[config.mk]
export PLATFORM = sky130hd
export DESIGN_NAME = dino_motion_flat
export DESIGN_NICKNAME = d
export VERILOG_FILES = /design/src/rtl/dino_pkg.sv /design/src/rtl/dino_motion_if.sv /design/src/rtl/dino_motion_tick_gen.sv /design/src/rtl/dino_motion.sv /design/src/flat_wrapper.sv
export SDC_FILE = /design/constraint.sdc
export NUM_CORES = 1
export LEC_CHECK = 0
export ABC_AREA = 1
export BUFFER_PORTS_ARGS = -buffer_cell sky130_fd_sc_hd__buf_2
export CORE_UTILIZATION = 24
export CTS_BUF_LIST = sky130_fd_sc_hd__clkbuf_16
export CTS_CLUSTER_DIAMETER = 30
export CTS_CLUSTER_SIZE = 30
export DETAILED_ROUTE_END_ITERATION = 12
export PLACE_DENSITY = 0.43
export SLEW_MARGIN = 10
export SYNTH_ARGS = -nofsm -noshare
export SYNTH_HDL_FRONTEND = slang
export SYNTH_SLANG_ARGS = --single-unit
[constraint.sdc]
create_clock -name clk -period 5.3 [get_ports clk]
set_input_delay 0.795 -clock clk [delete_from_list [all_inputs] [get_ports clk]]
set_output_delay 0.795 -clock clk [all_outputs]
set_load 0.01 [all_outputs]
[src/rtl/dino_pkg.sv]
// Shared types and defaults for the dino jump/gravity controller.
package dino_pkg;

    typedef enum logic [1:0] {
        GROUND  = 2'd0,
        ASCEND  = 2'd1,
        DESCEND = 2'd2
    } dino_state_e;

    localparam int unsigned DEF_TICK_DIV = 250000;
    localparam int unsigned DEF_V0       = 12;
    localparam int unsigned DEF_Y_W      = 10;
    localparam int unsigned VEL_W        = 6;

    // Apex of a jump launched at v0: v0 + (v0-1) + ... + 1.
    function automatic int unsigned peak_height(input int unsigned v0);
        return (v0 * (v0 + 1)) / 2;
    endfunction

endpackage

[src/rtl/dino_motion_if.sv]
// Controller-side signal bundle for dino_motion: jump/freeze in, height and status out.
interface dino_motion_if import dino_pkg::*; #(
    parameter int unsigned Y_W = DEF_Y_W
);
    logic           jump;
    logic           freeze;
    logic [Y_W-1:0] dino_y;
    logic           airborne;
    logic           landed;

    modport master (
        output jump, freeze,
        input  dino_y, airborne, landed
    );

    modport slave (
        input  jump, freeze,
        output dino_y, airborne, landed
    );
endinterface

[src/rtl/dino_motion_tick_gen.sv]
// Physics tick divider: counts 0..DIV-1 while enabled, holds when disabled.
module tick_gen #(
    parameter int unsigned DIV = 4
) (
    input  logic clk,
    input  logic rst,
    input  logic en,
    output logic tick
);
    localparam int unsigned CNT_W = (DIV > 1) ? $clog2(DIV) : 1;
    localparam logic [CNT_W-1:0] LAST = CNT_W'(DIV - 1);

    logic [CNT_W-1:0] count_q;
    logic [CNT_W-1:0] count_d;

    always_comb begin
        count_d = count_q;
        tick    = 1'b0;
        if (en) begin
            if (count_q == LAST) begin
                tick    = 1'b1;
                count_d = '0;
            end else begin
                count_d = count_q + CNT_W'(1);
            end
        end
    end

    always_ff @(posedge clk or posedge rst) begin
        if (rst) count_q <= '0;
        else     count_q <= count_d;
    end
endmodule

[src/rtl/dino_motion.sv]
// Dino vertical motion: edge-triggered jump, per-tick constant-deceleration ascent
// and accelerating descent, with freeze and one-cycle touchdown pulse.
module dino_motion import dino_pkg::*; #(
    parameter int unsigned TICK_DIV = DEF_TICK_DIV,
    parameter int unsigned V0       = DEF_V0,
    parameter int unsigned Y_W      = DEF_Y_W
) (
    input logic          clk,
    input logic          rst,
    dino_motion_if.slave dif
);
    dino_state_e     state_q, state_d;
    logic [Y_W-1:0]   dino_y_q, dino_y_d;
    logic [VEL_W-1:0] vel_q, vel_d;
    logic [VEL_W-1:0] fall_q, fall_d;
    logic             jump_prev_q, jump_prev_d;
    logic             armed_q, armed_d;
    logic             airborne_q, airborne_d;
    logic             landed_q, landed_d;
    logic             jump_edge;
    logic             tick;
    logic             tick_en;

    // The counter always wraps to 0 on the landing tick and is held in GROUND,
    // so it is already cleared whenever a new jump starts.
    assign tick_en = (state_q != GROUND) && !dif.freeze;

    tick_gen #(.DIV(TICK_DIV)) u_tick_gen (
        .clk (clk),
        .rst (rst),
        .en  (tick_en),
        .tick(tick)
    );

    // armed_q only sets once jump has been seen low, so a level held through reset cannot launch.
    assign jump_prev_d = dif.jump;
    assign armed_d     = armed_q | ~dif.jump;
    assign jump_edge   = dif.jump & ~jump_prev_q & armed_q;

    always_comb begin
        state_d  = state_q;
        dino_y_d = dino_y_q;
        vel_d    = vel_q;
        fall_d   = fall_q;
        landed_d = 1'b0;
        if (!dif.freeze) begin
            unique case (state_q)
                GROUND: begin
                    if (jump_edge) begin
                        state_d = ASCEND;
                        vel_d   = VEL_W'(V0);
                    end
                end
                ASCEND: begin
                    if (tick) begin
                        dino_y_d = dino_y_q + Y_W'(vel_q);
                        if (vel_q == VEL_W'(1)) begin
                            state_d = DESCEND;
                            vel_d   = '0;
                            fall_d  = VEL_W'(1);
                        end else begin
                            vel_d = vel_q - VEL_W'(1);
                        end
                    end
                end
                DESCEND: begin
                    if (tick) begin
                        if (dino_y_q <= Y_W'(fall_q)) begin
                            dino_y_d = '0;
                            fall_d   = '0;
                            state_d  = GROUND;
                            landed_d = 1'b1;
                        end else begin
                            dino_y_d = dino_y_q - Y_W'(fall_q);
                            fall_d   = fall_q + VEL_W'(1);
                        end
                    end
                end
                default: state_d = GROUND;
            endcase
        end
        airborne_d = (state_d != GROUND);
    end

    always_ff @(posedge clk or posedge rst) begin
        if (rst) begin
            state_q     <= GROUND;
            dino_y_q    <= '0;
            vel_q       <= '0;
            fall_q      <= '0;
            jump_prev_q <= 1'b0;
            armed_q     <= 1'b0;
            airborne_q  <= 1'b0;
            landed_q    <= 1'b0;
        end else begin
            state_q     <= state_d;
            dino_y_q    <= dino_y_d;
            vel_q       <= vel_d;
            fall_q      <= fall_d;
            jump_prev_q <= jump_prev_d;
            armed_q     <= armed_d;
            airborne_q  <= airborne_d;
            landed_q    <= landed_d;
        end
    end

    assign dif.dino_y   = dino_y_q;
    assign dif.airborne = airborne_q;
    assign dif.landed   = landed_q;
endmodule

[src/flat_wrapper.sv]
// flat-port wrapper written by rule: the top's interface ports become plain ports
module dino_motion_flat import dino_pkg::*;
#(
    parameter int unsigned TICK_DIV = DEF_TICK_DIV,
    parameter int unsigned V0       = DEF_V0,
    parameter int unsigned Y_W      = DEF_Y_W
)
  (clk, rst, dif_jump, dif_freeze, dif_dino_y, dif_airborne, dif_landed);
  dino_motion_if #(.Y_W(Y_W)) dif_i ();
  input logic clk;
  input logic rst;
  input wire logic [$bits(dif_i.jump)-1:0] dif_jump;
  input wire logic [$bits(dif_i.freeze)-1:0] dif_freeze;
  output wire logic [$bits(dif_i.dino_y)-1:0] dif_dino_y;
  output wire logic [$bits(dif_i.airborne)-1:0] dif_airborne;
  output wire logic [$bits(dif_i.landed)-1:0] dif_landed;
  assign dif_i.jump = dif_jump;
  assign dif_i.freeze = dif_freeze;
  assign dif_dino_y = dif_i.dino_y;
  assign dif_airborne = dif_i.airborne;
  assign dif_landed = dif_i.landed;
  dino_motion #(.TICK_DIV(TICK_DIV), .V0(V0), .Y_W(Y_W)) u_core (.clk(clk), .rst(rst), .dif(dif_i));
endmodule
==> results of run 1 <==
[sequential cells by signal, indices dropped and copies added, names as in the netlist]
signal / cells
u_core.armed_q: 1
u_core.dif.airborne: 1
u_core.dif.dino_y: 10
u_core.dif.landed: 1
u_core.fall_q: 6
u_core.jump_prev_q: 1
u_core.state_q: 2
u_core.u_tick_gen.count_q: 18
u_core.vel_q: 6
[cells by family after synthesis]
family	Yosys count	share of synthesized area (%)
simple gates	236	31.9
xor+xnor	12	3.22
buf+inv	77	9.23
fa+ha+maj	22	8.88
flops	46	35.2
compound gates	71	11.6
[layer usage]
layer  global-route usage (%)  vias to the layer above
met4                     2.93                        0
met5                        0                        -
met3                     2.08                        4
li1                         -                     1539
met2                     21.5                       40
met1                     17.5                     1415
[placed cells by master, fill, tap and decap left out, drive strengths merged]
cell type | Yosys | routed
nand2 | 112 | 112
inv | 72 | 74
nor2 | 53 | 53
dfrtp | 46 | 46
nand3 | 37 | 37
o21ai | 35 | 35
a21oi | 27 | 27
ha | 20 | 20
nor3 | 17 | 17
buf | 3 | 15
nand4 | 13 | 13
xor2 | 10 | 10
clkbuf | 2 | 5
o22ai | 2 | 2
xnor2 | 2 | 2
o21bai | 2 | 2
or2 | 2 | 2
fa | 2 | 2
a21o | 1 | 1
o21a | 1 | 1
a22oi | 1 | 1
or3 | 1 | 1
o31ai | 1 | 1
a31oi | 1 | 1
nor4 | 1 | 1
[Yosys cell counts, drive strengths merged (2+ instances only)]
cell	instances
inv	72
fa	2
xor2	10
xnor2	2
a21oi	27
nand2	112
nor2	53
buf	3
nand4	13
nor3	17
dfrtp	46
o22ai	2
clkbuf	2
ha	20
o21ai	35
or2	2
o21bai	2
nand3	37
[power by group through the flow]
stage,clock network (mW),registers [mW],logic (mW)
after detailed placement,0,0.612,1.04
after global routing,0.325,0.624,1.21
final,0.298,0.604,1.05
after CTS,0.313,0.605,1.04
after global placement,0,0.614,1.05
after floorplan,0,0.573,0.790
[path summary, 6_finish.rpt]
path / startpoint / end / slack [ps] / cells after the start
max in group asynchronous: rst / u_core.dif.dino_y[5]$_DFFE_PP0P_ / 3910 / 2
min in group asynchronous: rst / u_core.u_tick_gen.count_q[8]$_DFFE_PP0P_ / 760 / 2
min reg2reg: u_core.u_tick_gen.count_q[15]$_DFFE_PP0P_ / u_core.u_tick_gen.count_q[15]$_DFFE_PP0P_ / 460 / 1
max: u_core.state_q[0]$_DFF_PP0_ / u_core.dif.dino_y[5]$_DFFE_PP0P_ / 2510 / 12
min: u_core.u_tick_gen.count_q[15]$_DFFE_PP0P_ / u_core.u_tick_gen.count_q[15]$_DFFE_PP0P_ / 460 / 1
max reg2reg: u_core.state_q[0]$_DFF_PP0_ / u_core.dif.dino_y[5]$_DFFE_PP0P_ / 2510 / 12
[worst max-delay path, stage by stage, from the launching register on]
cell and delay (ps):
dfrtp_1 410, inv_1 100, ha_1 270, nor2_2 430, nand2_1 130, nor2_2 170
nand3_4 150, nand2_2 120, inv_2 50, nor3_4 480, inv_1 210, nand2_1 100
nand2_1 50
[layout make-up]
cell class              instances  area [um^2]
repair buffers                 15         75.1
clock buffers                   5          125
flip-flops and latches         46         1150
multi-input cells             341         1820
fillers                      1461         9580
clock inverters                 2         7.51
inverters                      72          270
well taps                     176          220
==> flow_summary.json, run 1 <==
{
  "initial_core_util_pct": 24.7,
  "synth-async-reset-ratio_pct": 100,
  "post_cts_buffers": 0,
  "cts_resized": 0,
  "final_max_slew_viol_count": 0,
  "htree_levels": 2,
  "peakVddDrop_mv": 0.179,
  "cts_buffer_depth": 2,
  "cts_tree": "yes",
  "synthesis.nets": 490,
  "grt_first_pass_wirelength_mm": 14.7,
  "hold_slack_ps": 464,
  "final_area_mm2": 0.00366,
  "final_util_pct": 27.7,
  "crit_fanout": 16,
  "critPathLaunchType": "register",
  "dieArea_mm2": 0.0141,
  "dp_hpwl_mm": 6.49,
  "gr-total-overflow": 0,
  "synth_top_cell_by_area": "dfrtp_1",
  "synth.distinct_cells": 35,
  "critPathKind": "reg -> reg",
  "fin_crit_ps": 2790,
  "power_switching_mw": 0.948,
  "dr.pass1.iters": 4,
  "grt_max_degree": 47,
  "wl_met1_mm": 4.18,
  "synth-edff-count": 0,
  "cap_violations": 0,
  "required_ps": 5470,
  "p_per_area_mw_per_mm2": 532,
  "grt_use_total_pct": 13.0,
  "vias_per_cell": 4.56,
  "wire_per_inst_um": 12.9,
  "end_kind": "register",
  "wl_mm": 8.46,
  "totalNegativeSetupSlack_ps": 0,
  "placed_area_mm2": 0.00353,
  "p_leak_nw": 1.87,
  "synth_area_leaders": "dfrtp_1, nand2_1, inv_1, ha_1, nand3_1",
  "yosys.area.top_type_share_pct": 35.2,
  "p_int_mw": 1.00,
  "netSwitchingFraction_pct": 48.6,
  "antenna_found_initial": 0,
  "synth_area_mm2": 0.00327,
  "portBuffers": 15,
  "ant_nets": 0,
  "placed_cells": 650,
  "power_frac_seq_pct": 31.0,
  "rows": 42,
  "max-slew-margin-rel_pct": 31.5,
  "yosysSeqAreaShare_pct": 35.2,
  "drive_above_1_share_pct": 7.48,
  "die_w_um": 119,
  "core_mm2": 0.0132,
  "initialDrtViolationCount": 177,
  "numCtsBuffers": 5,
  "synth_seq_cells": 46,
  "die_h_um": 119,
  "p_comb_share_pct": 53.7,
  "route.vias.total": 2998,
  "crit_arrival_ps": 2960,
  "root_buffer": "clkbuf_16",
  "fin_crit_sh_pct": 52.6,
  "finalHoldViolCount": 0,
  "highest_layer": "met4",
  "cts_hold_buf": 0,
  "met3_length_um": 235,
  "skew_ps": 4.57,
  "area_growth_pct": 12.1,
  "setup_viol": 0,
  "syn_inst": 464,
  "clkPwrFrac_pct": 15.3,
  "fin_ws_ps": 2510,
  "rsz0062_at_grt": "no",
  "fin_nets": 507,
  "grt_pass1_vias": 2970,
  "place_congestion": 0.810,
  "antenna_cells": 0,
  "tightestPinTransition_ps": 1030,
  "path_clk_slew_ps": 60,
  "clock-sinks": 46,
  "wl_met2_mm": 3.98,
  "status": "completed",
  "avgSynthCellArea_um2": 7.04,
  "drc_errors": 0,
  "insertion_delay_ps": 280,
  "ys_warn_count": 0,
  "pre_cts_ws_ps": 2340,
  "hold_path_class": "reg -> reg",
  "layoutNonFillerInstCount": 657,
  "max_freq_mhz": 359,
  "power.total_mw": 1.95,
  "io_pins": 16,
  "ys.flop_type": "dfrtp_1"
}
No activity file was read; power rests on OpenSTA's default activity.
==> run 2: changes to the inputs <==
==> constraint.sdc (replaced) <==
create_clock -name clk -period 2.73 [get_ports clk]
set_input_delay 0.4095 -clock clk [delete_from_list [all_inputs] [get_ports clk]]
set_output_delay 0.4095 -clock clk [all_outputs]
set_load 0.01 [all_outputs]
==> flow_summary.json, run 2 (synthesized netlist as in run 1, its figures left out) <==
{
  "io_pins": 16,
  "skew_ps": 3.70,
  "critPathKind": "reg -> reg",
  "final_max_slew_viol_count": 0,
  "max_freq_mhz": 428,
  "layoutNonFillerInstCount": 664,
  "grt_use_total_pct": 12.9,
  "route.vias.total": 2963,
  "core_mm2": 0.0132,
  "largest_reg_flops": 18,
  "crit_fanout": 7,
  "dp_hpwl_mm": 6.45,
  "die_w_um": 119,
  "antenna_cells": 0,
  "cts_resized": 0,
  "met2_usage_pct": 21.6,
  "cts_hold_buf": 0,
  "fin_crit_ps": 2340,
  "fin_crit_sh_pct": 85.6,
  "wl_mm": 8.40,
  "insertion_delay_ps": 300,
  "crit_arrival_ps": 2510,
  "mostFrequentLayoutCells": "nand2_1, inv_1, nor2_1, dfrtp_1, nand3_1",
  "fill_cells": 1464,
  "grt_util_met1_pct": 17.2,
  "hold_path_class": "in -> async",
  "peakVddDrop_mv": 0.369,
  "finalHoldViolCount": 0,
  "fin_nets": 513,
  "initial_core_util_pct": 24.7,
  "tightestPinTransition_ps": 477,
  "hold_slack_ps": 124,
  "layout_commonest_cell": "nand2_1",
  "critPathLaunchType": "register",
  "vias_per_cell": 4.46,
  "post_cts_buffers": 0,
  "cap_violations": 0,
  "status": "completed",
  "ant_nets": 0,
  "end_kind": "register",
  "rsz0062_at_grt": "no",
  "totalNegativeSetupSlack_ps": 0,
  "drc_errors": 0,
  "root_buffer": "clkbuf_16",
  "setup_viol": 0,
  "multi_input_area_mm2": 0.00182,
  "portBuffers": 15,
  "cts_buffer_depth": 2,
  "place_congestion": 0.866,
  "grt_first_pass_wirelength_mm": 14.4,
  "gr-total-overflow": 0,
  "grt_pass1_vias": 2894,
  "dieArea_mm2": 0.0141,
  "clock-sinks": 46,
  "placed_cells": 656,
  "dr.pass1.iters": 5,
  "p_leak_nw": 1.90,
  "antenna_found_initial": 0,
  "gr-max-usage-layer": "met2",
  "area_growth_pct": 13.9,
  "cts_tree": "yes",
  "ff_latch_area_mm2": 0.00115,
  "rows": 42,
  "required_ps": 2900,
  "p_per_area_mw_per_mm2": 1030,
  "wire_per_inst_um": 12.7,
  "max-slew-margin-rel_pct": 68.2,
  "numCtsBuffers": 5,
  "top_register": "u_core.u_tick_gen.count_q",
  "initialDrtViolationCount": 146,
  "die_h_um": 119,
  "drive_above_1_share_pct": 9.22,
  "htree_levels": 2,
  "met3_usage_pct": 1.88,
  "grt_max_degree": 26,
  "path_clk_slew_ps": 70
}
run 2: changes by cell type in the layout (fill, tap and decap cells not counted), sizes merged:
cell and delta:
buf +6, clkinv +2, inv -2, clkinvlp +1
run 2: area by class of cell:
type	count	area share (%)
multi-input cells	341	48.8
flip-flops and latches	46	30.9
inverters	72	7.26
well taps	176	5.91
clock buffers	5	3.36
repair buffers	21	3.23
clock inverters	3	0.571
run 2: final timing paths:
| path | from | end | slack, ps | cells past startpoint |
|---|---|---|---|---|
| worst max-delay path | u_core.dif.dino_y[0]$_DFFE_PP0P_ | u_core.dif.dino_y[1]$_DFFE_PP0P_ | 390 | 16 |
| worst min-delay path | rst | u_core.u_tick_gen.count_q[8]$_DFFE_PP0P_ | 120 | 2 |
| worst max register to register | u_core.dif.dino_y[0]$_DFFE_PP0P_ | u_core.dif.dino_y[1]$_DFFE_PP0P_ | 390 | 16 |
| worst min register to register | u_core.u_tick_gen.count_q[15]$_DFFE_PP0P_ | u_core.u_tick_gen.count_q[15]$_DFFE_PP0P_ | 460 | 1 |
| max in group asynchronous | rst | u_core.dif.dino_y[7]$_DFFE_PP0P_ | 1870 | 3 |
| min in group clk | dif_jump | u_core.jump_prev_q$_DFF_PP0_ | 240 | 1 |
run 2: worst max-delay path, cell delays in order, from the launching register on:
cell and delay (ps):
dfrtp_1 400, inv_1 80, ha_1 190, inv_1 90, fa_1 370, nand2_1 90
nand2_1 70, nand3_1 70, nand2_1 120, nand2_1 90, nand2_1 90, nand2_1 110
inv_1 140, nand2_1 90, o21ai_0 70, nand2_1 60, o21ai_0 80
run 2: metal layers:
layer,vias up,wire [um]
met5,-,0
met4,0,111
met3,8,290
met2,58,3910
met1,1351,4090
li1,1546,-
run 2: stage by stage:
stage / setup WS, ps / power, mW / area, um^2 / utilization (%)
final: 394 / 3.83 / 3720 / 28.1
after global routing: 145 / 4.23 / 3720 / 28.1
after CTS: 398 / 3.86 / 3720 / 28.1
after detailed placement: 405 / 3.20 / 3580 / 27.0
after global placement: 492 / 3.22 / 3580 / 27.0
after floorplan: 582 / 2.65 / 3270 / -
run 2: report_power, final:
| group | switching, mW | internal (mW) | leakage (nW) |
|---|---|---|---|
| sequential | 0.279 | 0.885 | 0.559 |
| clock | 0.301 | 0.340 | 0.0698 |
| combinational | 1.28 | 0.743 | 1.27 |
| total | 1.86 | 1.97 | 1.90 |
